`src/rtl/serial_alu_pkg.sv`:
```
// serial_alu_pkg: shared FSM state encoding and operation codes for the bit-serial adder
package serial_alu_pkg;
  typedef enum logic [1:0] {IDLE = 2'd0, RUN = 2'd1, FIN = 2'd2} state_t;
  localparam logic OP_ADD = 1'b0;
  localparam logic OP_SUB = 1'b1;
endpackage

```
`src/rtl/fa_cell.sv`:
```
// fa_cell: combinational 1-bit full adder
//   a, b, ci : addend bits and carry-in
//   s, co    : sum bit and carry-out
module fa_cell (
  input  logic a,
  input  logic b,
  input  logic ci,
  output logic s,
  output logic co
);
  assign s  = a ^ b ^ ci;
  assign co = (a & b) | (a & ci) | (b & ci);
endmodule

```
`src/rtl/serial_add_ctrl.sv`:
```
// serial_add_ctrl: bit-serial add/subtract controller driving one shared full-adder cell, LSB first
//   clk, rst_n          : clock, asynchronous active-low reset
//   start, op_sub       : request (sampled in IDLE), 0 = a+b+cin, 1 = a-b
//   a, b, cin           : operands and add carry-in, captured on accepted start
//   busy, done          : busy during the WIDTH bit steps, done one-cycle pulse when result valid
//   sum, cout, ovf      : result, final carry (1 = no borrow on subtract), signed overflow
module serial_add_ctrl
  import serial_alu_pkg::*;
#(
  parameter int WIDTH = 8
) (
  input  logic             clk,
  input  logic             rst_n,
  input  logic             start,
  input  logic             op_sub,
  input  logic [WIDTH-1:0] a,
  input  logic [WIDTH-1:0] b,
  input  logic             cin,
  output logic             busy,
  output logic             done,
  output logic [WIDTH-1:0] sum,
  output logic             cout,
  output logic             ovf
);
  localparam int CW = $clog2(WIDTH);
  state_t           r_state, w_next;
  logic [WIDTH-1:0] r_sa, r_sb, r_res;
  logic [CW-1:0]    r_cnt;
  logic             r_c, w_s, w_co, w_last;
  fa_cell u_fa (.a(r_sa[0]), .b(r_sb[0]), .ci(r_c), .s(w_s), .co(w_co));
  assign w_last = r_cnt == CW'(WIDTH - 1);
  assign busy   = r_state == RUN;
  assign done   = r_state == FIN;
  always_comb begin
    w_next = r_state;
    case (r_state)
      IDLE:    w_next = start ? RUN : IDLE;
      RUN:     w_next = w_last ? FIN : RUN;
      default: w_next = IDLE;
    endcase
  end
  always_ff @(posedge clk or negedge rst_n)
    if (!rst_n) r_state <= IDLE;
    else        r_state <= w_next;
  // Results are loaded on the last bit step, so they are valid the cycle done is high.
  // ovf compares the carry into the MSB (r_c before update) with the carry out of it.
  always_ff @(posedge clk or negedge rst_n)
    if (!rst_n) begin
      r_sa  <= '0;
      r_sb  <= '0;
      r_res <= '0;
      r_cnt <= '0;
      r_c   <= 1'b0;
      sum   <= '0;
      cout  <= 1'b0;
      ovf   <= 1'b0;
    end else if (r_state == IDLE && start) begin
      r_sa  <= a;
      r_sb  <= op_sub == OP_SUB ? ~b : b;
      r_c   <= op_sub == OP_ADD ? cin : 1'b1;
      r_cnt <= '0;
      r_res <= '0;
    end else if (r_state == RUN) begin
      r_res <= {w_s, r_res[WIDTH-1:1]};
      r_sa  <= r_sa >> 1;
      r_sb  <= r_sb >> 1;
      r_c   <= w_co;
      r_cnt <= r_cnt + 1'b1;
      if (w_last) begin
        sum  <= {w_s, r_res[WIDTH-1:1]};
        cout <= w_co;
        ovf  <= r_c ^ w_co;
      end
    end
endmodule

```
`config.mk`:
```
export PLATFORM = sky130hd
export DESIGN_NAME = serial_add_ctrl
export DESIGN_NICKNAME = d
export VERILOG_FILES = /design/src/rtl/serial_alu_pkg.sv /design/src/rtl/fa_cell.sv /design/src/rtl/serial_add_ctrl.sv
export SDC_FILE = /design/constraint.sdc
export NUM_CORES = 1
export LEC_CHECK = 0
export ABC_AREA = 1
export CAP_MARGIN = 15
export CORE_MARGIN = 2
export CORE_UTILIZATION = 50
export CTS_BUF_LIST = sky130_fd_sc_hd__clkbuf_4
export DETAILED_ROUTE_END_ITERATION = 8
export PLACE_DENSITY = 0.79
export RECOVER_POWER = 25
export REMOVE_ABC_BUFFERS = 1
export SYNTH_ARGS = -nofsm -noshare
export SYNTH_HDL_FRONTEND = slang
export SYNTH_HIERARCHICAL = 1
export SYNTH_SLANG_ARGS = --single-unit
```
`constraint.sdc`:
```
create_clock -name clk -period 3 [get_ports clk]
set_clock_uncertainty 0.2 [all_clocks]
set_input_delay 0.75 -clock clk [delete_from_list [all_inputs] [get_ports clk]]
set_output_delay 0.75 -clock clk [all_outputs]
set_load 0.03 [all_outputs]
```
# ---- Yosys cells after proc, flatten, opt, wreduce, memory -nomap -nowiden
# Index checks and enable logic that the tools add are counted.
dict set report op_classes {
  add_sub_neg 1
  n_eq_ne 3
  mux 15
  n_bitwise 10
  n_reduce_logical 4
}
# operator n
set op_table {}
lappend op_table {{two-way mux 8 bit} 7}
lappend op_table {{inverter 8 bit} 1}
lappend op_table {{two-way mux 3 bit} 2}
lappend op_table {{two-way mux 1 bit} 4}
lappend op_table {{case mux 2 bit (2 select lines)} 1}
lappend op_table {{adder 3 x 1 -> 3 bit, second input constant} 1}
lappend op_table {{AND 1 bit} 3}
lappend op_table {{== test 3 bit, second input constant} 1}
lappend op_table {{AND reduction 3 bit} 1}
lappend op_table {{bitwise XOR 1 bit} 3}
lappend op_table {{== test 2 x 1 -> 1 bit, second input constant} 1}
lappend op_table {{== test 2 bit, second input constant} 1}
lappend op_table {{logical NOT 2 bit} 1}
lappend op_table {{two-way mux 2 bit} 1}
lappend op_table {{OR 1 bit} 2}
lappend op_table {{nonzero test 2 bit} 1}
lappend op_table {{logical AND 1 bit} 1}
lappend op_table {{inverter 1 bit} 1}
dict set report totals {
  ff_bits 40
  inputBits 21
  out_inout_bits 12
  wordCells 42
}

# ---- Longest topological paths before layout
# Gate-level depths: netlist of the first run.
dict set report logic_depth {
  depth_word 5
  ltp_mapped 6
}

# ---- By module
# Netlist of the first run, hierarchy kept.
# mod instances cells_each area_each_um2 seq_area_each_um2
set by_module_without_submodules {}
lappend by_module_without_submodules {serial_add_ctrl 1 225 1820.5 975.9}
lappend by_module_without_submodules {fa_cell 1 1 20.0 0.0}

# ---- Worst setup path after synthesis of the first run
# Ideal clock, no wire load.
dict set report synth_path {
  kind {register to output}
  from {reg r_state[1]}
  to {out done}
  arrival_time_ps 973
  slack_ps 1077
  path_stages_with_launch 3
  n_path_buf 0
  cell_sequence {dfrtp_1 > inv_2 > nor2_1}
}
dict set report synth_between {
  elab_chain_cells 1
}
# element line_no
set synth_lines {}
lappend synth_lines {{from (decl)} serial_add_ctrl.sv:26} ;# state_t r_state, w_next;
lappend synth_lines {{from (signal assigned)} serial_add_ctrl.sv:44} ;# else r_state <= w_next;
lappend synth_lines {{== test 2 bit} serial_add_ctrl.sv:33} ;# assign done = r_state == FIN;
lappend synth_lines {{to (decl)} serial_add_ctrl.sv:20} ;# output logic done,
# Every way passes these cells.

# ---- Final worst setup path of the first run
dict set report layout_path {
  from {reg r_state[0]}
  to {out busy}
}
dict set report layout_between {
  elab_chain_cells 1
}
# element line_no
set layout_lines {}
lappend layout_lines {{== test 2 x 1 -> 1 bit} serial_add_ctrl.sv:32} ;# assign busy = r_state == RUN;
lappend layout_lines {{to (decl)} serial_add_ctrl.sv:19} ;# output logic busy,
# Every way passes these cells.

==> metrics, run 1 <==
Hold Path Class=reg2reg; Starting Density=51.0%; storage element area=976 um2; delay-heaviest family, CP=buffers and inverters; arrival time at the worst endpoint=1.90 ns; setup violators final=0; Worst Path Buf+Inv=2; cells after synthesis=226; die footprint=4180 um2; kind of critical path=reg2out; fin crit period=2.85 ns; worst hold stages=2; share of post-route cells with drive strength above 1=6.54%; num ports=33; GP Congestion=0.783; Hold EP=r_sa[1]$_DFFE_PN0P_; drt drc=0; worst setup margin=0.153 ns; post-place setup slack=0.530 ns; WL final=3.43 mm; Worst EP required=2.05 ns; Inserted Diodes=0; CTS Hold Bufs=0; root buf cell=clkbuf_4; Max Cap Viol=1; highest clock rate=351 MHz; CP max FO=11; die width=64.7 um; Startpoint Class=flip-flop; Setup crit end kind=output pin; final design area excluding fillers=2260 um2; Async S/R FF share, synth=100%; cts repair resizes=0; Synth Register Bits=39; number of synthesized flops with an enable pin=0; largest net degree at the start of global routing=40; largest area contributor in the netlist=dfrtp_1; reg-to-reg endpoint=cout$_DFFE_PN0P_; total gr overflow=0; sequential element share of the synthesized area=53.0%; number of H-tree levels=2; RSZ-0062 raised after global routing=false; Yosys warnings=6; post-DP HPWL=2.41 mm; drt pass-1 iters=4; Max clock buf depth=2; Synth-to-Final Area Change=23.0%; post-route ant nets=0; gr usage total=18.8%; Fin. Hold Viols=0; DRT iter0 DRCs=134; slowest cell delay on critical path=0.68 ns; top cells by area, synth=dfrtp_1 53%, nand2_1 22%, nand3_1 4.9%; CP cell instances=inv_1, nor2_4, clkdlybuf4s50_1; top cell type's share of synthesized area=53.0%; TritonCTS Buffers=5; number of distinct library cells after synthesis=20; Slew HR=-34.3%; initial antenna violation count=0; TNS Setup=0 ns; Sink Count=39; predominant post-synthesis flop cell=dfrtp_1; area of the multi-input gates=741 um2; drt wl/cell=11.1 um; reg2reg setup slack=1.10 ns; Peak VDD IR=0.000363 V; row cnt=22; CTS tree=built; status=finished with violations; synthesized area=1840 um2; slowest CP cell=clkdlybuf4s50_1; vias in the first global route=1357; Cell Pwr Density=949 nW/um2; dpl cell area=2190 um2; Avg Synthesized Cell Area=8.14 um2; Post-CTS Setup Bufs=0; Die Y=64.7 um; core area=3610 um2; Hold Startpoint=r_sa[1]$_DFFE_PN0P_; P_leak=0.00116 uW; nets@finish=284; Worst-path clk slew=0.09 ns; IO Port Bufs=32; Crit Reg-Reg Startpoint=r_state[0]$_DFF_PN0_; clk_lat worst skew=0.34 ns; Final Cycle Share=94.9%; path depth of the worst reg2reg path=7; routed via count=1483; Fill cells=301; failing checks=max-capacitance violations, max-slew violations; Pins Over Slew Limit=40; global-route wire length before repair=6.02 mm; via density per instance=4.81; Worst-Margin Slew=2.01 ns
## synthesized netlist by cell type (2+ instances only)
master / number
inv_1: 18
dfrtp_1: 39
buf_2: 3
buf_4: 2
nand3_1: 18
nand2_1: 109
ha_1: 2
o21ai_0: 15
buf_6: 2
nand3b_1: 6
nand2_2: 2
nor2_2: 2
## worst max-delay path by stage
stage | start | end | slack [ns] | depth (start not counted)
floorplan | r_state[1]$_DFF_PN0_ | done | 1.08 | 2
global placement | r_state[0]$_DFF_PN0_ | busy | 0.56 | 3
detailed placement | r_state[0]$_DFF_PN0_ | busy | 0.53 | 3
CTS | r_state[0]$_DFF_PN0_ | busy | 0.14 | 3
global route | r_state[0]$_DFF_PN0_ | busy | 0.07 | 3
finish | r_state[0]$_DFF_PN0_ | busy | 0.15 | 3
## report_power, final
part           internal (uW)  leakage, uW  switching, uW
registers                755     0.000497            151
logic                    369     0.000626            533
clock network            181    0.0000417            162
total                   1300      0.00116            846
## tightest hold or removal path, stage by stage (launching register included)
cell	delay [ns]
dfrtp_1	0.35
nand2_1	0.05
nand2_1	0.06
## per-stage QoR
stage	power (uW)	hold WS, ns	utilization [%]	std cells
after floorplan	1470	0.242	-	219
after detailed placement	1820	0.266	60.8	301
after global routing	2330	0.313	62.8	308
final	2150	0.290	62.8	308
after global placement	1780	0.254	60.8	301
after CTS	2170	0.289	62.8	308
## state kept, by name, summed over array words and instances (netlist names)
| register | flops |
|---|---|
| r_sb | 8 |
| sum | 8 |
| cout | 1 |
| r_sa | 8 |
| r_cnt | 3 |
| ovf | 1 |
| r_res | 7 |
| r_c | 1 |
| r_state | 2 |
## cells in the final DEF, fill, tap and decap left out
cell type        instances
nand2_1                109
buf_4                    1
xor2_1                   1
bufinv_16                1
o21ai_4                  1
nor2_4                   1
clkbuf_1                 1
o21ai_0                 15
inv_2                    1
o21ai_1                  1
nor2_2                   2
nor2_1                   1
or2_2                    1
ha_1                     2
nand3_1                 18
fa_1                     1
nand2_2                  2
inv_1                   18
clkdlybuf4s50_1         31
buf_12                   1
dfrtp_1                 39
clkbuf_4                 6
nand3b_1                 6
## metal layers
metal  up-vias  share of wire, %  routed length, um  track usage, %
met5         -                 0                  0               0
li1        771                 -                  -               -
met4         0               1.8                 61            7.18
met2        28                47               1620            30.3
met3         6               3.4                116            4.34
met1       678                48               1630            24.6
## kinds of logic after synthesis
| logic type | count (synthesis) | synth area share, % |
|---|---|---|
| and+or+nand+nor | 140 | 32.1 |
| DFF | 39 | 53.0 |
| buffers and inverters | 26 | 6.73 |
| AOI/OAI and AO/OA | 17 | 5.23 |
| adders and majority gates | 3 | 2.45 |
| xor gates and xnor gates | 1 | 0.476 |
## area by class of cell
cell class | instances | share of cell area [%]
inverters | 19 | 3.15
repair buffers | 34 | 15.1
clock buffers | 6 | 1.99
multi-input cells | 161 | 32.7
flip-flops and latches | 39 | 43.1
clock inverters | 1 | 1.33
well taps | 48 | 2.65
Note: power is estimated with default switching activity, not from simulation.
==> inputs of run 2 (changes only) <==
SLEW_MARGIN = 10   (was not set)
==> results of run 2 <==
The final DEF is identical to that of run 1; final timing and power are the same.
==> inputs of run 3 (changes only) <==
CORE_ASPECT_RATIO = 0.5   (was not set)
==> run 3 against run 2 <==
- the run still ends with max-capacitance violations, max-slew violations left
- clock power is 22% lower
- maximum frequency is 1.6% higher
- wire length is 0.23% lower
- sequential power hardly changed
- setup slack better by 0.044 ns
- global-route usage is 0.73 points lower
- combinational power is 0.7% higher
- critical path depth stayed put
- worst hold slack better by 0.0036 ns
- final cell count is 1.3% higher
- critical path type unchanged
- critical endpoint unchanged
==> metrics, run 3 (same netlist as run 1, synthesis figures left out) <==
Hold Startpoint=cout$_DFFE_PN0P_; die width=89.8 um (+39%); storage element area=976 um2 (unchanged); post-DP HPWL=2.47 mm (+2.6%); status=finished with violations; final core utilization=64.8% (+2.0 points); drt wl/cell=11.0 um (-1.5%); global-route wire length before repair=5.84 mm (-3.0%); worst hold stages=2 (unchanged); TritonCTS Buffers=5 (unchanged); Post-CTS Setup Bufs=0 (unchanged); fin crit period=2.80 ns (-0.0441 ns); total gr overflow=0 (unchanged); post-route ant nets=0 (unchanged); commonest non-fill, non-tap cell in the layout=nand2_1; Hold Path Class=reg2reg; P_leak=0.00115 uW (-0.87%); nets@finish=284 (unchanged); largest net degree at the start of global routing=40 (unchanged); cts repair resizes=0 (unchanged); arrival time at the worst endpoint=1.85 ns (-0.05 ns); Slew HR=-31.9% (+2.4 points); gr usage total=18.0% (-0.73 points); root buf cell=clkbuf_4; most frequent cells in the layout=109 x nand2_1, 39 x dfrtp_1, 31 x clkdlybuf4s50_1; CTS Hold Bufs=0 (unchanged); Sink Count=39 (unchanged); Cell Pwr Density=923 nW/um2 (-2.8%); path depth of the worst reg2reg path=7 (unchanged); Pint=1220 uW (-6.4%); Hold EP=cout$_DFFE_PN0P_; kind of critical path=reg2out; WL final=3.42 mm (-0.23%); num ports=33 (unchanged); Worst EP required=2.05 ns (about the same); Max Cap Viol=1 (unchanged); Worst-Margin Slew=1.98 ns (-0.0362 ns); Final Cycle Share=93.4% (-1.5 points); Max clock buf depth=2 (unchanged); setup violators final=0 (unchanged); drt pass-1 iters=4 (unchanged); share of post-route cells with drive strength above 1=6.90% (+0.36 points); Setup crit end kind=output pin; Starting Density=53.0% (+2.0 points); IO Port Bufs=32 (unchanged); GP Congestion=0.852 (+8.9%); reg-to-reg endpoint=ovf$_DFFE_PN0P_; area of the multi-input gates=741 um2 (unchanged); Fill cells=273 (-9.3%); Startpoint Class=flip-flop; reg2reg setup slack=1.14 ns (+0.04 ns); Net Sw Power=856 uW (+1.3%); Inserted Diodes=0 (unchanged); DRT iter0 DRCs=58 (-57%); clock power share=12.8% (-3.2 points); vias in the first global route=1337 (-1.5%); die footprint=4210 um2 (+0.70%); clk_lat worst skew=0.33 ns (about the same); Crit Reg-Reg Startpoint=r_state[0]$_DFF_PN0_; row cnt=15 (-32%); Peak VDD IR=0.000284 V (-22%); Worst-path clk slew=0.12 ns (+0.03 ns); routed via count=1506 (+1.6%); initial antenna violation count=0 (unchanged); TNS Setup=0 ns (unchanged); Die Y=46.9 um (-27%); via density per instance=4.83 (+0.25%); Largest regs=r_sa x8, r_sb x8, sum x8; CP max FO=11 (unchanged); core area=3470 um2 (-3.7%); RSZ-0062 raised after global routing=false; number of H-tree levels=2 (unchanged); Switching Share=41.2% (+1.9 points); Fin. Hold Viols=0 (unchanged); highest clock rate=357 MHz (+1.6%); Pins Over Slew Limit=40 (unchanged); Synth-to-Final Area Change=22.3%; failing checks=max-capacitance violations, max-slew violations; Logic pwr share=43.6% (+1.7 points); drt drc=0 (unchanged); Seq pwr share=43.6% (+1.5 points); CTS tree=built; hold_ws=0.293 ns (+0.00364 ns)
[run 3: cell types whose count changed in the layout (fill, tap and decap cells not counted), sizes merged]
cell      change
bufinv        -1
clkinv        +1
clkinvlp      +1
[run 3: metrics by stage]
step / power, uW / instance area [um2] / setup WS, ns / instances
6_report: 2080 / 2250 / 0.197 / 312
5_1_grt: 2250 / 2250 / 0.114 / 312
4_1_cts: 2100 / 2250 / 0.184 / 312
3_5_place_dp: 1830 / 2190 / 0.562 / 304
3_3_place_gp: 1790 / 2190 / 0.586 / 304
2_1_floorplan: 1470 / 1790 / 1.08 / 219
[run 3: routing by layer]
layer / share of wire [%] / track usage [%] / vias to the layer above
li1: - / - / 774
met1: 47 / 22.3 / 698
met2: 48 / 33.2 / 32
met3: 4.8 / 4.33 / 2
met4: 0.50 / 6.15 / 0
met5: 0 / 0 / -
[run 3: worst max-delay path by stage]
stage / cells after the start / end / slack [ns] / from
2_1_floorplan: 2 / done / 1.08 / r_state[1]$_DFF_PN0_
6_report: 3 / busy / 0.20 / r_state[0]$_DFF_PN0_
3_3_place_gp: 3 / busy / 0.59 / r_state[0]$_DFF_PN0_
4_1_cts: 3 / busy / 0.18 / r_state[0]$_DFF_PN0_
5_1_grt: 3 / busy / 0.11 / r_state[0]$_DFF_PN0_
3_5_place_dp: 3 / busy / 0.56 / r_state[0]$_DFF_PN0_
[run 3: power by group through the flow]
| stage | registers [uW] | logic, uW | clock network, uW |
|---|---|---|---|
| 2_1_floorplan | 1010 | 452 | 0 |
| 3_3_place_gp | 903 | 885 | 0 |
| 3_5_place_dp | 915 | 913 | 0 |
| 4_1_cts | 905 | 917 | 277 |
| 5_1_grt | 937 | 1020 | 296 |
| 6_report | 906 | 907 | 266 |
[run 3: critical path, cell delays in order (launching register included)]
cell	delay (ns)
dfrtp_1	0.59
inv_1	0.16
nor2_4	0.11
clkdlybuf4s50_1	0.67
[run 3: final cells by class]
class	count	share of cell area (%)
inverters	19	3.17
flip-flops and latches	39	43.4
repair buffers	34	15.2
clock inverters	2	0.556
clock buffers	6	2.00
well taps	51	2.83
multi-input cells	161	32.9
